`config.mk`:
```
export PLATFORM = sky130hd
export DESIGN_NAME = vx_stream_fifo
export DESIGN_NICKNAME = d
export VERILOG_FILES = /design/src/rtl/vx_stream_pkg.sv /design/src/rtl/vx_fifo_ctrl.sv /design/src/rtl/vx_stream_fifo.sv
export SDC_FILE = /design/constraint.sdc
export NUM_CORES = 1
export LEC_CHECK = 0
export ABC_CLOCK_PERIOD_IN_PS = 3200
export CORE_MARGIN = 5
export CORE_UTILIZATION = 50
export DETAILED_ROUTE_END_ITERATION = 8
export PLACE_DENSITY = 0.83
export SKIP_CTS_REPAIR_TIMING = 1
export SYNTH_ARGS = -nofsm -noshare
export SYNTH_HDL_FRONTEND = slang
export SYNTH_SLANG_ARGS = --single-unit
```
`constraint.sdc`:
```
create_clock -name clk -period 3.2 [get_ports clk]
set_input_delay 0.48 -clock clk [delete_from_list [all_inputs] [get_ports clk]]
set_output_delay 0.48 -clock clk [all_outputs]
set_load 0.03 [all_outputs]
```
`src/rtl/vx_stream_pkg.sv`:
```
// Shared definitions for the valid/ready stream blocks: default sizing,
// the occupancy-count width helper and the occupancy update encoding.
package vx_stream_pkg;

  localparam int unsigned VX_FIFO_DEPTH    = 4;
  localparam int unsigned VX_FIFO_ALM_FULL = VX_FIFO_DEPTH - 1;

  typedef enum logic [1:0] {
    CNT_HOLD = 2'd0,
    CNT_INC  = 2'd1,
    CNT_DEC  = 2'd2
  } cnt_op_e;

  function automatic int unsigned clog2_cnt(input int unsigned depth);
    return $clog2(depth + 1);
  endfunction

endpackage

```
`src/rtl/vx_fifo_ctrl.sv`:
```
// Pointer / occupancy controller for vx_stream_fifo: owns rd/wr pointers,
// count and the registered full, almost-full and valid flags.
module vx_fifo_ctrl
  import vx_stream_pkg::*;
#(
  parameter int unsigned DEPTH    = VX_FIFO_DEPTH,
  parameter int unsigned ALM_FULL = DEPTH - 1,
  localparam int unsigned PTRW    = $clog2(DEPTH),
  localparam int unsigned CNTW    = clog2_cnt(DEPTH)
) (
  input  logic            clk,
  input  logic            reset,
  input  logic            flush,
  input  logic            valid_in,
  input  logic            ready_out,
  output logic            ready_in,
  output logic            valid_out,
  output logic            push,
  output logic            pop,
  output logic [PTRW-1:0] rd_ptr,
  output logic [PTRW-1:0] wr_ptr,
  output logic [CNTW-1:0] count,
  output logic            full,
  output logic            alm_full
);

  logic [PTRW-1:0] rd_ptr_q, rd_ptr_d;
  logic [PTRW-1:0] wr_ptr_q, wr_ptr_d;
  logic [CNTW-1:0] count_q, count_d;
  logic            full_q, full_d;
  logic            alm_full_q, alm_full_d;
  logic            valid_q, valid_d;
  cnt_op_e         cnt_op;

  // A full FIFO refuses input even when popping; the freed slot opens next cycle.
  assign ready_in = ~full_q & ~flush;
  assign push     = valid_in & ready_in;
  assign pop      = valid_q & ready_out & ~flush;

  always_comb begin
    cnt_op = CNT_HOLD;
    if (push && !pop)      cnt_op = CNT_INC;
    else if (pop && !push) cnt_op = CNT_DEC;

    count_d = count_q;
    case (cnt_op)
      CNT_INC: count_d = count_q + CNTW'(1);
      CNT_DEC: count_d = count_q - CNTW'(1);
      default: count_d = count_q;
    endcase

    wr_ptr_d   = push ? wr_ptr_q + PTRW'(1) : wr_ptr_q;
    rd_ptr_d   = pop  ? rd_ptr_q + PTRW'(1) : rd_ptr_q;
    full_d     = (count_d == CNTW'(DEPTH));
    alm_full_d = (count_d >= CNTW'(ALM_FULL));
    valid_d    = (count_d != '0);

    if (flush) begin
      count_d    = '0;
      wr_ptr_d   = '0;
      rd_ptr_d   = '0;
      full_d     = 1'b0;
      alm_full_d = 1'b0;
      valid_d    = 1'b0;
    end
  end

  always_ff @(posedge clk) begin
    if (reset) begin
      count_q    <= '0;
      wr_ptr_q   <= '0;
      rd_ptr_q   <= '0;
      full_q     <= 1'b0;
      alm_full_q <= 1'b0;
      valid_q    <= 1'b0;
    end else begin
      count_q    <= count_d;
      wr_ptr_q   <= wr_ptr_d;
      rd_ptr_q   <= rd_ptr_d;
      full_q     <= full_d;
      alm_full_q <= alm_full_d;
      valid_q    <= valid_d;
    end
  end

  assign rd_ptr    = rd_ptr_q;
  assign wr_ptr    = wr_ptr_q;
  assign count     = count_q;
  assign full      = full_q;
  assign alm_full  = alm_full_q;
  assign valid_out = valid_q;

  if ((DEPTH < 2) || ((DEPTH & (DEPTH - 1)) != 0)) begin : g_bad_depth
    $error("vx_fifo_ctrl: DEPTH must be a power of two >= 2");
  end
  if ((ALM_FULL < 1) || (ALM_FULL > DEPTH)) begin : g_bad_alm_full
    $error("vx_fifo_ctrl: ALM_FULL must be within 1..DEPTH");
  end

  a_no_push_full : assert property (@(posedge clk) disable iff (reset) push |-> !full_q);
  a_no_pop_empty : assert property (@(posedge clk) disable iff (reset) pop |-> valid_q);

endmodule

```
`src/rtl/vx_stream_fifo.sv`:
```
// Elastic valid/ready stream FIFO with DEPTH entries, optional registered
// head output, synchronous flush and occupancy / full / almost-full status.
module vx_stream_fifo
  import vx_stream_pkg::*;
#(
  parameter int unsigned DATAW    = 1,
  parameter int unsigned DEPTH    = VX_FIFO_DEPTH,
  parameter int unsigned OUT_REG  = 0,
  parameter int unsigned ALM_FULL = DEPTH - 1,
  parameter int unsigned PASSTHRU = 0
) (
  input  logic                          clk,
  input  logic                          reset,
  input  logic                          flush,
  input  logic                          valid_in,
  output logic                          ready_in,
  input  logic [DATAW-1:0]              data_in,
  output logic                          valid_out,
  input  logic                          ready_out,
  output logic [DATAW-1:0]              data_out,
  output logic [clog2_cnt(DEPTH)-1:0]   count,
  output logic                          full,
  output logic                          alm_full
);

  localparam int unsigned PTRW = $clog2(DEPTH);

  if (PASSTHRU != 0) begin : g_pass
    assign ready_in  = ready_out;
    assign valid_out = valid_in;
    assign data_out  = data_in;
    assign count     = '0;
    assign full      = 1'b0;
    assign alm_full  = 1'b0;
  end else begin : g_fifo
    logic             push, pop;
    logic [PTRW-1:0]  rd_ptr, wr_ptr;
    logic [DATAW-1:0] mem_q [DEPTH];

    vx_fifo_ctrl #(
      .DEPTH    (DEPTH),
      .ALM_FULL (ALM_FULL)
    ) u_ctrl (
      .clk       (clk),
      .reset     (reset),
      .flush     (flush),
      .valid_in  (valid_in),
      .ready_out (ready_out),
      .ready_in  (ready_in),
      .valid_out (valid_out),
      .push      (push),
      .pop       (pop),
      .rd_ptr    (rd_ptr),
      .wr_ptr    (wr_ptr),
      .count     (count),
      .full      (full),
      .alm_full  (alm_full)
    );

    always_ff @(posedge clk) begin
      if (push) mem_q[wr_ptr] <= data_in;
    end

    if (OUT_REG != 0) begin : g_out_reg
      logic [DATAW-1:0] head_q, head_d;
      logic [PTRW-1:0]  rd_next;

      assign rd_next = rd_ptr + PTRW'(1);

      // Head mirrors the entry at rd_ptr; with a single entry left the
      // successor is still in flight on data_in rather than in storage.
      always_comb begin
        head_d = head_q;
        if (push && (count == '0)) head_d = data_in;
        else if (pop)              head_d = (count > 1) ? mem_q[rd_next] : data_in;
      end

      always_ff @(posedge clk) begin
        head_q <= head_d;
      end

      assign data_out = head_q;
    end else begin : g_out_mem
      assign data_out = mem_q[rd_ptr];
    end
  end

endmodule

```
## Word-level counts from Yosys, hierarchy flattened

Memory sizes are Yosys's and may differ from the RTL's. A register that Yosys moved wholly into a read port is not among the register bits.
Cells that the tools add are included.

| word-level totals | value |
|---|---|
| register bits after elaboration | 10 |
| bits in latches | 0 |
| RAM bits | 4 |
| memory bits (read-only) | 0 |
| input bits | 6 |
| output and inout port bits | 8 |
| logic and storage cells | 34 |
| memories | 1 |

| operators by class | value |
|---|---|
| add/subtract/negate cells | 4 |
| multipliers | 0 |
| div/mod/pow operators | 0 |
| magnitude comparators | 1 |
| equal/unequal tests | 3 |
| shift operators | 0 |
| muxes and demuxes | 7 |
| bitwise operators | 6 |
| reduce and logical (&&, ||, !) cells | 6 |

Memories:

| memory | depth | bits a word | read ports | clocked after memory_dff | wr ports | line | source |
|---|---|---|---|---|---|---|---|
| g_fifo.mem_q | 4 | 1 | 1 | 1 | 1 | vx_stream_fifo.sv:38 | `logic [DATAW-1:0] mem_q [DEPTH];` |

Operators with widths:

| cell | number |
|---|---|
| 2-bit 2-to-1 mux | 4 |
| 3-bit one-hot mux with 2 select lines | 1 |
| 2-bit by 1-bit adder with 2-bit output, second input constant | 2 |
| 1-bit bitwise AND | 4 |
| 3-bit by 1-bit adder with 3-bit output, second input constant | 1 |
| 3-bit == test, second input constant | 1 |
| 3-bit by 2-bit greater-or-equal comparator with 1-bit output, second input constant | 1 |
| 3-bit nonzero test | 1 |
| 3-bit by 1-bit subtractor with 3-bit output, second input constant | 1 |
| 2-bit by 1-bit == test with 1-bit output, second input constant | 1 |
| 2-bit == test, second input constant | 1 |
| 1-bit logical AND | 2 |
| 1-bit logical NOT | 2 |
| 1-bit 2-to-1 mux | 2 |
| 1-bit inverter | 2 |
| 2-bit OR reduction | 1 |

## Longest topological paths before layout

Gate-level depths: netlist of the first run.

| logic depth | value |
|---|---|
| word-level depth | 10 |
| gate-level depth with buffers | 8 |
| gate-level depth less buffers | 8 |

## Cells and area by module

From an unflattened synthesis of the first run, not the netlist that was laid out.

| unflattened totals | value |
|---|---|
| cells, all modules | 60 |
| area, all modules | 653.1 um2 |

Modules (own cells, without submodules):

| module | instances | cells an instance | area each (um2) | seq. area each (um2) |
|---|---|---|---|---|
| vx_fifo_ctrl | 1 | 51 | 479.2 | 200.2 |
| vx_stream_fifo | 1 | 9 | 173.9 | 120.1 |

## Worst setup path after synthesis of the first run

No wires, ideal clock.

| path | value |
|---|---|
| path type | input -> register |
| from | in valid_in |
| to | reg g_fifo.u_ctrl.full_q (netlist: g_fifo.u_ctrl.full) |
| setup time | 0.066 ns |
| arrival time | 2.031 ns |
| required time | 3.134 ns |
| slack | 1.103 ns |
| cell stages on the path | 8 |
| buffers on the path | 0 |
| cell sequence | nor3b_2 inv_1 ha_1 inv_1 fa_1 xor2_1 or4_4 a21boi_2 |

| on the way | value |
|---|---|
| cells in the longest elaborated chain, start to end | 8 |
| elaborated cells on any way between the ends | 10 |
| classes of those cells | eq/ne (3); mux (3); bitwise (1); reduce/logical (3) |

Ends and longest elaborated chain:

| element | line | source |
|---|---|---|
| start, declared | vx_stream_fifo.sv:15 | `input logic valid_in,` |
| 1-bit bitwise AND * | vx_fifo_ctrl.sv:37 | `assign push = valid_in & ready_in;` |
| 1-bit logical NOT | vx_fifo_ctrl.sv:43 | `else if (pop && !push) cnt_op = CNT_DEC;` |
| 1-bit logical AND | vx_fifo_ctrl.sv:43 |  |
| 2-bit 2-to-1 mux | vx_fifo_ctrl.sv:43 |  |
| 2-bit 2-to-1 mux * | vx_fifo_ctrl.sv:42 | `if (push && !pop) cnt_op = CNT_INC;` |
| 2-bit == test or 2-bit by 1-bit == test with 1-bit output (tied branches) | vx_fifo_ctrl.sv:46 | `case (cnt_op)` |
| 3-bit one-hot mux with 2 select lines * | vx_fifo_ctrl.sv:46 |  |
| 3-bit == test * | vx_fifo_ctrl.sv:54 | `full_d = (count_d == CNTW'(DEPTH));` |
| end signal, assigned | vx_fifo_ctrl.sv:80 | `full_q <= full_d;` |
| end, declared | vx_fifo_ctrl.sv:30 | `logic full_q, full_d;` |

Every way passes the cells marked *; elsewhere a longest branch is shown, timed or not.
A chain may end at the register's enable or synchronous reset.

## Worst setup path after layout of the first run

| path | value |
|---|---|
| from | in flush |
| to | reg g_fifo.u_ctrl.full_q (netlist: g_fifo.u_ctrl.full) |

| on the way | value |
|---|---|
| cells in the longest elaborated chain, start to end | 10 |
| elaborated cells on any way between the ends | 15 |
| classes of those cells | eq/ne (3); mux (3); bitwise (4); reduce/logical (5) |

Ends and longest elaborated chain:

| element | line | source |
|---|---|---|
| start, declared | vx_stream_fifo.sv:14 | `input logic flush,` |
| 1-bit inverter | vx_fifo_ctrl.sv:36, vx_fifo_ctrl.sv:38 |  |
| 1-bit bitwise AND | vx_fifo_ctrl.sv:36 | `assign ready_in = ~full_q & ~flush;` |
| 1-bit bitwise AND | vx_fifo_ctrl.sv:37 |  |
| 1-bit logical NOT | vx_fifo_ctrl.sv:43 |  |
| 1-bit logical AND | vx_fifo_ctrl.sv:43 |  |
| 2-bit 2-to-1 mux | vx_fifo_ctrl.sv:43 |  |
| 2-bit 2-to-1 mux | vx_fifo_ctrl.sv:42 |  |
| 2-bit == test or 2-bit by 1-bit == test with 1-bit output (tied branches) | vx_fifo_ctrl.sv:46 |  |
| 3-bit one-hot mux with 2 select lines | vx_fifo_ctrl.sv:46 |  |
| 3-bit == test | vx_fifo_ctrl.sv:54 |  |

Parallel ways exist; a longest one is shown, timed or not.

==> out/results.tsv, run 1 <==
metric	value	unit
status	complete, no violations	
clock share of power	30.3	%
hold depth	2	
Final Wtd Congestion	0.682	
CTS tree	done	
DP HPWL	1060	µm
Lkg Pwr	0.000347	µW
Final Cycle Share	77.4	%
largest family of logic cells by synthesized area	simple AND/OR/NAND/NOR gates	
# DRC	0	
most frequent cell after synthesis	dfxtp_1	
die area	2340	µm²
clock sinks	16	
Storage cell area	360	µm²
Setup Skew	0.00287	ns
diode count	0	
P_sw	84.3	µW
Reg clk slew, reported paths	0.09	ns
adder-cell area share of the yosys netlist	11.2	%
Fmax	404	MHz
Least-Margin Pin Slew	0.355	ns
post-synthesis mux area share	4.42	%
Yosys reg bits	16	
combinational fraction of design power	10.5	%
EDFF count, synth	4	
fin nets	97	
FF-to-FF End	g_fifo.u_ctrl.full$_SDFF_PP0_	
placed cells	95	
FILL cells	112	
Layout area overhead	23.3	%
worst path bufs/invs	4	
I/O Pins	14	
area leader, netlist	dfxtp_1	
clock tree buffer depth	2	
Compound-Gate Fraction of Synth Area	7.14	%
peak supply drop	0.000285	V
R2R Setup Slk	1.11	ns
number of global-route vias before repair	518	
asr flop ratio synth	0	%
Worst EP arrival	2.71	ns
Setup TNS	0	ns
Main synth FF type	dfxtp_1	
CP required	3.43	ns
power density over the cells	394	nW/µm²
share of the synthesized area in the top cell type	32.7	%
I/O Buffers	13	
Sw Ratio	23.6	%
vias per inst	4.98	
mapped cell area	736	µm²
most common library cells after synthesis	dfxtp_1 (12), nor2_1 (10), inv_1 (7)	
die height	48.4	µm
routed vias	493	
gr ovfl total	0	
first-pass GRT wire length	2440	µm
Initial Util	54.5	%
H-tree depth	1	
Routed WL per cell	13.3	µm
Crit path largest cell delay	0.56	ns
worst hold start	g_fifo.u_ctrl.wr_ptr[1]$_SDFFE_PP0N_	
most used cell, CP	inv_1	
Power Internal	274	µW
total of max-cap violations	0	
Yosys cell types	25	
area of the multi-input gates	338	µm²
CORE AREA	1350	µm²
RSZ-0062 raised after global routing	false	
CTS Root Cell	clkbuf_4	
worst skew pair latency	0.29	ns
CP Capture Type	flip-flop	
fin. max-slew vios	0	
CTS buffer count	3	
# rows	13	
Mapped Avg Cell Area	11.0	µm²
GRT Total Usage	13.5	%
top post-synthesis cells by area	dfxtp_1 (33%), edfxtp_1 (16%), ha_1 (8.5%)	
R2R cell count	9	
Die Wd	48.4	µm
Synth Area in Simple Gates	18.4	%
kind of cell adding the most delay to the critical path	buffers and inverters	
largest net degree at the start of global routing	10	
Pre-Repair DR Iteration Count	4	
Post-Synth XOR/XNOR Area	4.76	%
reg-to-reg critical path startpoint	g_fifo.u_ctrl.full$_SDFF_PP0_	
Synth Instances	67	
syn nets	79	
post-layout util	67.2	%
Slew headroom	76.2	%
Hold Crit Class	reg2reg	
Final Hold Violating Endpoints	0	
Finish-stage setup viols	0	
Iter 0 DRT Violations	14	
hold path endpoint	g_fifo.u_ctrl.wr_ptr[1]$_SDFFE_PP0N_	
sequential fraction of the synthesis area	49.0	%
synth warn	0	
initial antenna violation count	0	
final non-filler cell total	99	
slowest CP cell	clkdlybuf4s50_1	
Final min period	2.48	ns
Reg power frac	59.2	%
crit start category	input port	
Worst Path Max Fanout	7	
layout cell share with drive strength beyond 1	9.52	%
Routed Antenna Nets	0	
CP cell instances	clkdlybuf4s50_1 -> nor3b_2 -> buf_4 -> inv_1 -> ha_1 -> inv_1 -> fa_1 -> xor2_1 -> or4_4 -> a21boi_2	
Detailed Route WL	1320	µm
Setup CP Type	in2reg	
cells in the final DEF, fill, tap and decap left out, drive strengths merged:
master	n
nand2	2
a21boi	1
o211ai	3
inv	7
nand4b	1
clkbuf	3
edfxtp	4
or4	1
and3	1
nor2b	1
or2	1
xnor2	1
ha	5
buf	1
dfxtp	12
and2	4
xor2	3
nand3b	1
mux4	1
mux2i	1
nand2b	1
clkinv	1
fa	1
o2bb2ai	1
nor3b	1
clkdlybuf4s50	13
nor2	10
a21oi	2
tightest hold or removal path: cells and delay by family, from the launching register on:
kind | cells | cell delay (ns)
multiplexers | 1 | 0.13
flip-flops | 1 | 0.34
AND/OR/NAND/NOR | 1 | 0.05
stage by stage:
step	cell area, µm²	setup WS, ns	total power (µW)	hold WS, ns
5_1_grt	907	0.656	377	0.630
4_1_cts	907	0.727	364	0.569
3_5_place_dp	881	0.408	255	0.550
2_1_floorplan	736	1.10	238	0.485
3_3_place_gp	881	0.480	253	0.521
6_report	907	0.724	358	0.562
power groups by stage:
stage / Sequential, µW / Combinational (µW) / Clock (µW)
after floorplan: 219 / 19.6 / 0
after global placement: 216 / 36.8 / 0
after detailed placement: 217 / 37.9 / 0
after CTS: 212 / 38.0 / 114
after global routing: 213 / 41.8 / 122
final: 212 / 37.5 / 108
logic make-up after synthesis:
group / count (synthesis)
AOI/OAI and AO/OA: 7
xor gates and xnor gates: 4
adders and majority gates: 6
buffers and inverters: 8
DFF: 16
muxes: 2
and+or+nand+nor: 24
layout make-up:
type	instances	share of cell area, %
Clock buffer	3	2.48
Clock inverter	1	0.414
Inverter	7	2.90
Multi-Input combinational cell	43	37.2
Sequential cell	16	39.7
Tap cell	15	2.07
Timing Repair Buffer	14	15.2
metal layers:
| metal | vias to the layer above | global-route usage, % | routed length (µm) |
|---|---|---|---|
| met4 | 0 | 5.53 | 0 |
| met1 | 226 | 15.2 | 515 |
| li1 | 257 | - | - |
| met5 | - | 0 | 0 |
| met3 | 0 | 6.12 | 69 |
| met2 | 10 | 22.0 | 735 |
how the worst max path moves through the flow:
stage / slack [ns] / start / depth (start not counted) / endpoint
finish: 0.72 / flush / 10 / g_fifo.u_ctrl.full$_SDFF_PP0_
global route: 0.66 / flush / 10 / g_fifo.u_ctrl.valid_out$_SDFF_PP0_
CTS: 0.73 / flush / 10 / g_fifo.u_ctrl.full$_SDFF_PP0_
detailed placement: 0.41 / flush / 10 / g_fifo.u_ctrl.alm_full$_SDFF_PP0_
global placement: 0.48 / flush / 10 / g_fifo.u_ctrl.full$_SDFF_PP0_
floorplan: 1.10 / valid_in / 8 / g_fifo.u_ctrl.full$_SDFF_PP0_
Note: power is estimated with default switching activity, not from simulation.
==> run 2, diff against run 1 <==
--- a/config.mk
+++ b/config.mk
@@ -5,11 +5,11 @@
 export SDC_FILE = /design/constraint.sdc
 export NUM_CORES = 1
 export LEC_CHECK = 0
-export ABC_CLOCK_PERIOD_IN_PS = 3200
+export ABC_CLOCK_PERIOD_IN_PS = 2470
 export CORE_MARGIN = 5
-export CORE_UTILIZATION = 50
+export CORE_UTILIZATION = 48
 export DETAILED_ROUTE_END_ITERATION = 8
-export PLACE_DENSITY = 0.83
+export PLACE_DENSITY = 0.81
 export SKIP_CTS_REPAIR_TIMING = 1
 export SYNTH_ARGS = -nofsm -noshare
 export SYNTH_HDL_FRONTEND = slang
==> constraint.sdc (replaced) <==
create_clock -name clk -period 2.47 [get_ports clk]
set_input_delay 0.3705 -clock clk [delete_from_list [all_inputs] [get_ports clk]]
set_output_delay 0.3705 -clock clk [all_outputs]
set_load 0.03 [all_outputs]
==> run 2 against run 1 <==
  * Core utilization fell by 3.4 points
  * Clock skew fell by 0.0016 ns
  * Routed wire length fell by 2.7%
  * Combinational power rose by 40%
  * Clock-buffer cell count did not move
  * Sequential power rose by 29%
  * Sequential cell count did not move
  * Via count rose by 4.7%
  * Critical path type unchanged
==> out/results.tsv, run 2 (synthesis results as in run 1) <==
metric	value	unit	change
Routed Antenna Nets	0		unchanged
CTS tree	done		
Final Cycle Share	92.5	%	
CTS Root Cell	clkbuf_4		
Setup Skew	0.00126	ns	-0.00161 ns
vias per inst	4.96		-0.37%
Final Hold Violating Endpoints	0		unchanged
CP required	2.69	ns	-0.74 ns
Least-Margin Pin Slew	0.376	ns	+0.0210 ns
FILL cells	120		+7.1%
first-pass GRT wire length	2240	µm	-7.9%
Pre-Repair DR Iteration Count	4		unchanged
die height	49.2	µm	+1.6%
Slew headroom	74.8	%	-1.4 points
CORE AREA	1470	µm²	+9.0%
fin. max-slew vios	0		unchanged
Final min period	2.28	ns	
power density over the cells	492	nW/µm²	+25%
H-tree depth	1		unchanged
peak supply drop	0.000339	V	+19%
Layout area overhead	27.6	%	
Iter 0 DRT Violations	10		-4
Detailed Route WL	1290	µm	-2.7%
CTS buffer count	3		unchanged
Setup CP Type	in2reg		
die area	2420	µm²	+3.3%
GRT Total Usage	12.0	%	-1.5 points
Hold WS	0.541	ns	-0.0210 ns
status	complete, no violations		
largest net degree at the start of global routing	10		unchanged
routed vias	516		+4.7%
number of global-route vias before repair	523		+0.97%
I/O Pins	14		unchanged
crit start category	input port		
Worst EP arrival	2.50	ns	-0.21 ns
design area	938	µm²	+3.4%
clock tree buffer depth	2		unchanged
post-layout util	63.8	%	-3.4 points
Hold Crit Class	reg2reg		
# rows	14		+1
Initial Util	50.0	%	-4.5 points
Worst Path Max Fanout	4		-3
I/O Buffers	13		unchanged
Final Wtd Congestion	0.795		+17%
layout cell share with drive strength beyond 1	13.6	%	+4.1 points
most common cell after layout, fill and taps aside	clkdlybuf4s50_1		
diode count	0		unchanged
commonest non-fill, non-tap cells in the layout	clkdlybuf4s50_1 (13), dfxtp_1 (12), nor2_1 (10)		
CP Capture Type	flip-flop		
Fmax	438	MHz	
total of max-cap violations	0		unchanged
Finish-stage setup viols	0		unchanged
# DRC	0		unchanged
DP HPWL	1060	µm	about the same
fin nets	101		+4.1%
initial antenna violation count	0		unchanged
Die Wd	49.2	µm	+1.6%
gr ovfl total	0		unchanged
Routed WL per cell	12.4	µm	-7.3%
Placed Area	912	µm²	+3.6%
Lkg Pwr	0.000366	µW	+5.4%
worst skew pair latency	0.28	ns	about the same
RSZ-0062 raised after global routing	false		
clock sinks	16		unchanged
Reg clk slew, reported paths	0.09	ns	about the same
-- run 2: cell count changes in the layout (fill, tap and decap cells not counted) --
cell	before	now
buf_4	1	5
-- run 2: final timing paths --
path                            slack, ns  cells after the start                                    to                            startpoint
worst max-delay path                 0.19                      9         g_fifo.u_ctrl.full$_SDFF_PP0_                                 flush
worst min-delay path                 0.54                      2  g_fifo.u_ctrl.rd_ptr[1]$_SDFFE_PP0N_  g_fifo.u_ctrl.rd_ptr[1]$_SDFFE_PP0N_
worst max register to register       0.49                      8         g_fifo.u_ctrl.full$_SDFF_PP0_    g_fifo.u_ctrl.valid_out$_SDFF_PP0_
worst min register to register       0.54                      2  g_fifo.u_ctrl.rd_ptr[1]$_SDFFE_PP0N_  g_fifo.u_ctrl.rd_ptr[1]$_SDFFE_PP0N_
-- run 2: where the power goes --
group / leakage [µW] / switching (µW) / internal, µW
combinational: 0.000217 / 26.0 / 26.5
sequential: 0.000133 / 2.68 / 272
clock: 0.0000154 / 76.3 / 58.6
-- run 2: metal layers --
layer / share of wire, % / vias up / global-route usage [%]
met2: 49 / 14 / 20.0
met5: 0 / - / 0
met1: 45 / 234 / 13.8
li1: - / 266 / -
met4: 1.3 / 0 / 6.73
met3: 4.6 / 2 / 3.06
-- run 2: cell type report --
type | instances | area (µm²) | share of cell area (%)
Clock buffer | 3 | 22.5 | 2.40
Clock inverter | 1 | 3.75 | 0.400
Inverter | 7 | 26.3 | 2.80
Multi-Input combinational cell | 43 | 338 | 36.0
Sequential cell | 16 | 360 | 38.4
Tap cell | 16 | 20.0 | 2.13
Timing Repair Buffer | 18 | 168 | 17.9
-- run 2: worst max-delay path, stage by stage --
cell             delay, ns
clkdlybuf4s50_1       0.47
nand3b_1              0.21
inv_1                 0.07
ha_1                  0.16
inv_1                 0.06
fa_1                  0.38
xor2_1                0.17
or4_4                 0.45
a21boi_2              0.16
-- run 2: per-stage QoR --
stage,std cells,setup WS [ns],total power [µW],TNS [ns]
3_3_place_gp,100,0.00950,331,0
2_1_floorplan,67,0.378,309,0
6_report,104,0.186,462,0
4_1_cts,104,0.188,468,0
3_5_place_dp,100,-0.0865,334,-0.208
5_1_grt,104,0.108,485,0
==> run 3, diff against run 2 <==
--- a/config.mk
+++ b/config.mk
@@ -14,3 +14,4 @@
 export SYNTH_ARGS = -nofsm -noshare
 export SYNTH_HDL_FRONTEND = slang
 export SYNTH_SLANG_ARGS = --single-unit
+export TNS_END_PERCENT = 10
==> results of run 3 <==
Same layout as run 2: the final DEF is identical, and so are final timing and power.
